===== config.mk =====
export PLATFORM = sky130hd
export DESIGN_NAME = ysyx_22041207_ifu_flat
export DESIGN_NICKNAME = d
export VERILOG_FILES = /design/src/rtl/ysyx_22041207_ifu_if.sv /design/src/rtl/ysyx_22041207_ifu.sv /design/src/flat_wrapper.sv
export SDC_FILE = /design/constraint.sdc
export NUM_CORES = 1
export LEC_CHECK = 0
export BUFFER_PORTS_ARGS = -buffer_cell sky130_fd_sc_hd__buf_2
export CORE_AREA = 2 2 176 178
export DETAILED_ROUTE_END_ITERATION = 7
export DIE_AREA = 0 0 178 180
export PLACE_DENSITY = 0.81
export SYNTH_ARGS = -nofsm -noshare
export SYNTH_HDL_FRONTEND = slang
export SYNTH_SLANG_ARGS = --single-unit

===== constraint.sdc =====
create_clock -name clk -period 8.9 [get_ports clk]
set_input_delay 0.445 -clock clk [delete_from_list [all_inputs] [get_ports clk]]
set_output_delay 0.445 -clock clk [all_outputs]
set_load 0.05 [all_outputs]

===== src/rtl/ysyx_22041207_ifu_if.sv =====
// Fetch-unit bus bundle: instruction-memory request/response channel,
// decoder valid/ready channel, and the back-end redirect/trap controls.
// The IFU side uses the master modport; memory/decoder/back-end use slave.
interface ysyx_22041207_ifu_if;

  // instruction memory channel
  logic        imem_req;
  logic [63:0] imem_addr;
  logic        imem_gnt;
  logic        imem_rvalid;
  logic [31:0] imem_rdata;

  // decoder channel
  logic        inst_valid;
  logic [31:0] inst;
  logic [63:0] inst_pc;
  logic        inst_ready;

  // control-flow changes resolved downstream
  logic        redirect_valid;
  logic [63:0] redirect_pc;
  logic        trap_enter;
  logic [63:0] mtvec;
  logic        trap_ret;
  logic [63:0] mepc;

  // statistics
  logic [63:0] fetch_cnt;

  modport master (
    output imem_req,
    output imem_addr,
    input  imem_gnt,
    input  imem_rvalid,
    input  imem_rdata,
    output inst_valid,
    output inst,
    output inst_pc,
    input  inst_ready,
    input  redirect_valid,
    input  redirect_pc,
    input  trap_enter,
    input  mtvec,
    input  trap_ret,
    input  mepc,
    output fetch_cnt
  );

  modport slave (
    input  imem_req,
    input  imem_addr,
    output imem_gnt,
    output imem_rvalid,
    output imem_rdata,
    input  inst_valid,
    input  inst,
    input  inst_pc,
    output inst_ready,
    output redirect_valid,
    output redirect_pc,
    output trap_enter,
    output mtvec,
    output trap_ret,
    output mepc,
    input  fetch_cnt
  );

endinterface


===== src/rtl/ysyx_22041207_ifu.sv =====
// Instruction fetch unit: owns the architectural PC, keeps at most one
// instruction-memory request in flight, and hands each returned word to
// the decoder over valid/ready. Any flush (trap entry, mret or resolved
// jump/branch) retargets the PC; a fetch already granted on the wrong
// path is marked with drop and its response is thrown away.
module ysyx_22041207_ifu #(
  parameter logic [63:0] RESET_PC = 64'h8000_0000
) (
  input  logic                      clk,
  input  logic                      rst,
  ysyx_22041207_ifu_if.master       bus
);

  typedef enum logic [1:0] {
    ST_RST   = 2'd0,
    ST_FETCH = 2'd1,
    ST_WAIT  = 2'd2,
    ST_HOLD  = 2'd3
  } state_t;

  state_t      state_reg,   state_next;
  logic [63:0] pc_reg,      pc_next;
  logic        drop_reg,    drop_next;
  logic        req_reg,     req_next;
  logic        valid_reg,   valid_next;
  logic [31:0] inst_reg,    inst_next;
  logic [63:0] inst_pc_reg, inst_pc_next;
  logic [63:0] cnt_reg,     cnt_next;

  logic        flush;
  logic [63:0] target_raw;
  logic [63:0] target;

  // Flush target: trap entry beats mret beats redirect; always word-aligned.
  always_comb begin
    flush = bus.trap_enter | bus.trap_ret | bus.redirect_valid;
    if (bus.trap_enter) begin
      target_raw = bus.mtvec;
    end else if (bus.trap_ret) begin
      target_raw = bus.mepc;
    end else begin
      target_raw = bus.redirect_pc;
    end
    target = {target_raw[63:2], 2'b00};
  end

  // Next-state and next-register logic for the fetch FSM.
  always_comb begin
    state_next   = state_reg;
    pc_next      = pc_reg;
    drop_next    = drop_reg;
    inst_next    = inst_reg;
    inst_pc_next = inst_pc_reg;
    cnt_next     = cnt_reg;

    case (state_reg)
      ST_RST: begin
        // Leave reset unconditionally; the first fetch is RESET_PC.
        state_next = ST_FETCH;
      end

      ST_FETCH: begin
        if (flush) begin
          pc_next = target;
        end
        if (bus.imem_gnt) begin
          // A request granted alongside a flush fetched the old path.
          state_next = ST_WAIT;
          drop_next  = flush;
        end
      end

      ST_WAIT: begin
        if (flush) begin
          pc_next = target;
        end
        if (bus.imem_rvalid) begin
          if (drop_reg || flush) begin
            drop_next  = 1'b0;
            state_next = ST_FETCH;
          end else begin
            inst_next    = bus.imem_rdata;
            inst_pc_next = pc_reg;
            state_next   = ST_HOLD;
          end
        end else if (flush) begin
          // Response still pending: remember to discard it when it lands.
          drop_next = 1'b1;
        end
      end

      ST_HOLD: begin
        if (flush) begin
          // A handshake coinciding with a flush is void: no pc/count step.
          pc_next    = target;
          state_next = ST_FETCH;
        end else if (bus.inst_ready) begin
          pc_next    = pc_reg + 64'd4;
          cnt_next   = cnt_reg + 64'd1;
          state_next = ST_FETCH;
        end
      end

      default: begin
        state_next = ST_RST;
      end
    endcase

    // Request and valid are registered decodes of the upcoming state.
    req_next   = (state_next == ST_FETCH);
    valid_next = (state_next == ST_HOLD);
  end

  // State and output registers with asynchronous reset.
  always_ff @(posedge clk or posedge rst) begin
    if (rst) begin
      state_reg   <= ST_RST;
      pc_reg      <= RESET_PC;
      drop_reg    <= 1'b0;
      req_reg     <= 1'b0;
      valid_reg   <= 1'b0;
      inst_reg    <= 32'h0;
      inst_pc_reg <= 64'h0;
      cnt_reg     <= 64'h0;
    end else begin
      state_reg   <= state_next;
      pc_reg      <= pc_next;
      drop_reg    <= drop_next;
      req_reg     <= req_next;
      valid_reg   <= valid_next;
      inst_reg    <= inst_next;
      inst_pc_reg <= inst_pc_next;
      cnt_reg     <= cnt_next;
    end
  end

  assign bus.imem_req   = req_reg;
  assign bus.imem_addr  = pc_reg;
  assign bus.inst_valid = valid_reg;
  assign bus.inst       = inst_reg;
  assign bus.inst_pc    = inst_pc_reg;
  assign bus.fetch_cnt  = cnt_reg;

endmodule


===== src/flat_wrapper.sv =====
// flat-port wrapper written by rule: the top's interface ports become plain ports
module ysyx_22041207_ifu_flat 
#(
  parameter logic [63:0] RESET_PC = 64'h8000_0000
)
  (clk, rst, bus_imem_req, bus_imem_addr, bus_imem_gnt, bus_imem_rvalid, bus_imem_rdata, bus_inst_valid, bus_inst, bus_inst_pc, bus_inst_ready, bus_redirect_valid, bus_redirect_pc, bus_trap_enter, bus_mtvec, bus_trap_ret, bus_mepc, bus_fetch_cnt);
  ysyx_22041207_ifu_if bus_i ();
  input  logic clk;
  input  logic rst;
  output wire logic [$bits(bus_i.imem_req)-1:0] bus_imem_req;
  output wire logic [$bits(bus_i.imem_addr)-1:0] bus_imem_addr;
  input wire logic [$bits(bus_i.imem_gnt)-1:0] bus_imem_gnt;
  input wire logic [$bits(bus_i.imem_rvalid)-1:0] bus_imem_rvalid;
  input wire logic [$bits(bus_i.imem_rdata)-1:0] bus_imem_rdata;
  output wire logic [$bits(bus_i.inst_valid)-1:0] bus_inst_valid;
  output wire logic [$bits(bus_i.inst)-1:0] bus_inst;
  output wire logic [$bits(bus_i.inst_pc)-1:0] bus_inst_pc;
  input wire logic [$bits(bus_i.inst_ready)-1:0] bus_inst_ready;
  input wire logic [$bits(bus_i.redirect_valid)-1:0] bus_redirect_valid;
  input wire logic [$bits(bus_i.redirect_pc)-1:0] bus_redirect_pc;
  input wire logic [$bits(bus_i.trap_enter)-1:0] bus_trap_enter;
  input wire logic [$bits(bus_i.mtvec)-1:0] bus_mtvec;
  input wire logic [$bits(bus_i.trap_ret)-1:0] bus_trap_ret;
  input wire logic [$bits(bus_i.mepc)-1:0] bus_mepc;
  output wire logic [$bits(bus_i.fetch_cnt)-1:0] bus_fetch_cnt;
  assign bus_imem_req = bus_i.imem_req;
  assign bus_imem_addr = bus_i.imem_addr;
  assign bus_i.imem_gnt = bus_imem_gnt;
  assign bus_i.imem_rvalid = bus_imem_rvalid;
  assign bus_i.imem_rdata = bus_imem_rdata;
  assign bus_inst_valid = bus_i.inst_valid;
  assign bus_inst = bus_i.inst;
  assign bus_inst_pc = bus_i.inst_pc;
  assign bus_i.inst_ready = bus_inst_ready;
  assign bus_i.redirect_valid = bus_redirect_valid;
  assign bus_i.redirect_pc = bus_redirect_pc;
  assign bus_i.trap_enter = bus_trap_enter;
  assign bus_i.mtvec = bus_mtvec;
  assign bus_i.trap_ret = bus_trap_ret;
  assign bus_i.mepc = bus_mepc;
  assign bus_fetch_cnt = bus_i.fetch_cnt;
  ysyx_22041207_ifu #(.RESET_PC(RESET_PC)) u_core (.clk(clk), .rst(rst), .bus(bus_i));
endmodule

Yosys cells after proc, flatten, opt, wreduce, memory -nomap -nowiden
Index checks and enable logic that the tools add are counted.
- bitwise logic cells: 4
- reduce and logical (&&, ||, !) cells: 9
- muxes and demuxes: 17
- add/sub/neg operators: 2
- eq/ne operators: 10
- operators by type and width (cell ; number):
    $mux W64 ; 5
    $pmux W64 S2 ; 1
    $add A64 B1 Y64 const B ; 1
    $add A64 B3 Y64 const B ; 1
    $mux W2 ; 5
    $ne A3 B2 Y1 const B ; 3
    $reduce_and A3 Y1 ; 3
    $pmux W2 S4 ; 1
    $eq A2 B2 Y1 const B ; 3
    $eq A2 B1 Y1 const B ; 2
    $mux W1 ; 4
    $reduce_and A4 Y1 ; 1
    $reduce_bool A2 Y1 ; 2
    $logic_not A2 Y1 ; 1
    $ne A2 B1 Y1 const B ; 1
    $ne A2 B2 Y1 const B ; 1
    $not A1 Y1 ; 2
    $or A1 B1 Y1 ; 2
    $pmux W1 S2 ; 1
    $reduce_or A2 Y1 ; 1
    $logic_or A1 B1 Y1 ; 1
- word-level logic and storage cells: 50
- output and inout bits: 226
- register bits: 229
- bits of input ports: 232

Logic depth before layout (Yosys ltp)
- word-level depth: 7
- gate-level depth with buffers: 9
- depth with buffers taken out: 7

Worst setup path before layout
Ideal clock, no wire load.
- path kind: reg2reg
- start: register u_core.pc_reg[2] (netlist: u_core.bus.imem_addr[2])
- end: register u_core.pc_reg[58] (netlist: u_core.bus.imem_addr[58])
- buffers on the path: 0
- setup time: 0.120 ns
- stages on the path, launching flop included: 7
- required time: 8.780 ns
- path slack: 6.289 ns
- clock period less this slack: 2.611 ns
- data arrival time: 2.492 ns
- cell sequence: dfrtp_1 ha_1 nand4_2 nor3_4 nand4_4 or4_1 a31o_1
- longest elaborated chain between the ends: 4
- ends and longest elaborated chain (what ; line ; text):
    start: declaration ; ysyx_22041207_ifu.sv:22 ; logic [63:0] pc_reg, pc_next;
    start signal: assignment ; ysyx_22041207_ifu.sv:127 ; pc_reg <= pc_next;
    $add A64 B3 Y64 ; ysyx_22041207_ifu.sv:98 ; pc_next = pc_reg + 64'd4;
    $mux W64 ; ysyx_22041207_ifu.sv:97 ; end else if (bus.inst_ready) begin
    $mux W64 ; ysyx_22041207_ifu.sv:93 ; if (flush) begin
    $pmux W64 S2 ; ysyx_22041207_ifu.sv:56 ; case (state_reg)
Every way passes these cells. The select of a mux whose other input is x is not followed.
A chain may end at the register's enable or synchronous reset.

Final worst setup path
- start: register u_core.pc_reg[2] (netlist: u_core.bus.imem_addr[2])
- end: register u_core.pc_reg[56] (netlist: u_core.bus.imem_addr[56])
Same word-level chain as after synthesis.

==> flow_metrics.tcl <==
set metrics [dict create \
    max_freq_mhz 331 \
    vdd_drop_max_mv 0.187 \
    clk_pin_slew_ns 0.06 \
    synth_area_leaders "dfrtp_1, mux2_2, mux2i_1, nand2_1, nand3_1" \
    hold_viol 0 \
    cts_sinks 225 \
    routed_wl_um 42400 \
    die_h_um 180 \
    yosys_register_bits 225 \
    postRouteAntennaNets 0 \
    row_count 64 \
    synth-main-ff-cell "dfrtp_1" \
    path_max_fanout 9 \
    skew_ns 0.0167 \
    muxShareOfSynthArea_pct 15.9 \
    cts_buffers 27 \
    synth-simple-area-share_pct 19.9 \
    route.detailed.drc 0 \
    cp.required_ns 9.32 \
    crit_slowest_cell "nor4_1" \
    drt_iter0_markers 942 \
    rr_startpoint "u_core.bus.imem_addr[2]" \
    yosys.area_share.xor_xnor_pct 4.42 \
    utilization_pct 52.6 \
    ios 458 \
    viasPerCell 5.75 \
    synth_top_family_by_area "simple AND/OR/NAND/NOR gates" \
    max_slew_margin_pct 16.2 \
    numPortBuffers 447 \
    grtUsageTotal_pct 25.8 \
    root_buffer "clkbuf_16" \
    synth_compound_area_share_pct 10.5 \
    hpwl_um 30800 \
    synth_top_cell_by_area "dfrtp_1" \
    dieArea_um2 32000 \
    core_region_area_um2 30200 \
    ctsResizeCount 0 \
    areaGrowthSynthToFinish_pct 27.0 \
    largest_register_ffs 64 \
    insertion_delay_ns 0.54 \
    fp.dieW_um 178 \
    post-route-period-util_pct 34.0 \
    postCtsHoldBufs 0 \
    leakage_nw 8.02 \
    maxCapViolations 0 \
    crit_family "simple AND/OR/NAND/NOR gates" \
    fin_crit_ns 3.02 \
    cp-end-kind "flip-flop" \
    synth_top_area_share_pct 44.9 \
    cpPeakStageDelay_ns 1.03 \
    final-setup-viol-count 0 \
    stdcell_count 2055 \
    drt-wirelength-per-cell_um 20.6 \
    worst_pin_slew_ns 1.25 \
    vias 11800 \
    first_pass_iters 5 \
    post_cts_buffers 0 \
    cp_num_buf_inv 0 \
    layout_commonest_cell "buf_2" \
    tns_ns 0 \
    synth_area_um2 12500 \
    hold_path_class "primary input to async pin" \
    status "complete, no violations" \
    cp-startpoint "u_core.bus.imem_addr[2]" \
    path_cells "ha_1 -> nand4_2 -> nor4_1 -> nand4_1 -> mux2i_1 -> nand2_1" \
    ys_seq_area_share_pct 45.1 \
    antenna_found_initial 2 \
    syn_area_per_cell_um2 10.2 \
    grt_max_degree 100 \
    grt_pass1_vias 11600 \
    layout_common_cells "buf_2, dfrtp_1, mux2_2, nand2_1, nand3_1" \
    nets 1878 \
    grt-ovfl-total 0 \
    drive_above_1_share_pct 40.2 \
    hold_ws_ns 0.0340 \
    h-tree-depth 1 \
    power_density_nw_per_um2 282 \
    place.gp.congestion 0.945 \
    worstSetupPathType "flip-flop to flip-flop" \
    clockBufferDepth 3 \
    worstPathArrival_ns 3.44 \
    grt_pass1_wl_um 65500 \
    async_flop_share_pct 100 \
    synth_cell_types 72 \
    synth-edff-count 0 \
    synth_cells 1228 \
    yosys_warnings 0 \
    rsz0062_at_grt "false" \
    cts_tree "done" \
    critPathLaunchType "flip-flop" \
    start_util_pct 41.4 \
    synthAdderAreaFrac_pct 0.701 \
    dp.cells 2006 \
    finalMaxSlewViolations 0 \
]
-- worst reg2reg max path, cell delays in order, from the launching register on --
cell	delay [ns]
dfrtp_1	0.62
ha_1	0.36
nand4_2	0.30
nor4_1	1.03
nand4_1	0.31
mux2i_1	0.24
nand2_1	0.06
-- final timing paths --
path,to,slack [ns],cells after the start
max in group asynchronous,u_core.bus.imem_addr[36],7.49,3
hold reg to reg,u_core.bus.fetch_cnt[63],0.47,1
setup / recovery,u_core.bus.imem_addr[56],5.88,6
setup reg to reg,u_core.bus.imem_addr[56],5.88,6
hold / removal,u_core.bus.fetch_cnt[0],0.03,2
min in group clk,u_core.bus.inst[10],0.14,2
-- synth_stat cells (5+ instances only) --
| library cell | count |
|---|---|
| o211ai_1 | 13 |
| xnor2_1 | 29 |
| nor4_2 | 8 |
| dfrtp_1 | 224 |
| a211oi_1 | 7 |
| a31oi_1 | 7 |
| or3_1 | 5 |
| a21oi_1 | 43 |
| nor3_1 | 32 |
| buf_2 | 24 |
| mux2i_1 | 54 |
| nand4_1 | 45 |
| o21ai_0 | 47 |
| inv_1 | 20 |
| buf_1 | 11 |
| a22oi_1 | 11 |
| a2bb2oi_1 | 14 |
| mux2_2 | 128 |
| o31ai_1 | 5 |
| ha_1 | 7 |
| and4_1 | 10 |
| and2_1 | 15 |
| nor4_1 | 18 |
| nor2_1 | 62 |
| buf_4 | 10 |
| nand3_1 | 75 |
| o22a_1 | 6 |
| clkbuf_1 | 33 |
| o22ai_1 | 20 |
| nand2_1 | 118 |
| or4_1 | 11 |
| and3_1 | 21 |
| xor2_1 | 34 |
-- power breakdown --
group / internal [W] / leakage, nW / switching [W]
Combinational: 0.000485 / 4.65 / 0.00125
Sequential: 0.00122 / 2.94 / 0.000427
Clock: 0.000642 / 0.433 / 0.000444
Total: 0.00234 / 8.02 / 0.00212
-- stage by stage --
step	instance area (µm²)	total power (W)	setup slack, ns
floorplan	12500	0.00278	2.29
global placement	15000	0.00333	5.38
detailed placement	15000	0.00338	5.29
CTS	15900	0.00448	5.85
global route	15900	0.00466	5.68
finish	15900	0.00447	5.88
-- logic make-up (layout without fill, tap and decap cells) --
family                     Yosys count  count (layout)
and+or+nand+nor                    449             449
DFF                                225             225
AOI/OAI and AO/OA                  202             202
muxes                              182             182
buffers and inverters               99             526
xor gates and xnor gates            63              63
adders and majority gates            7               7
other                                1               5
-- layer usage --
| metal | wire length [µm] | part of all wire, % | vias up | track usage [%] |
|---|---|---|---|---|
| li1 | - | - | 5347 | - |
| met1 | 17300 | 41 | 5738 | 34.5 |
| met4 | 1610 | 3.8 | 2 | 9.51 |
| met3 | 3800 | 9.0 | 100 | 5.14 |
| met5 | 13 | 0.031 | - | 0 |
| met2 | 19700 | 46 | 633 | 41.4 |
-- cell type report --
type                            instances  area [µm²]
Fill cell                            2699       14300
Multi-Input combinational cell        907        6460
Sequential cell                       225        5630
Timing Repair Buffer                  457        2320
Clock buffer                           37         783
Tap cell                              396         495
Clock inverter                         11        92.6
Inverter                               21        86.3
Antenna cell                            1        2.50
Note: power is estimated with default switching activity, not from simulation.
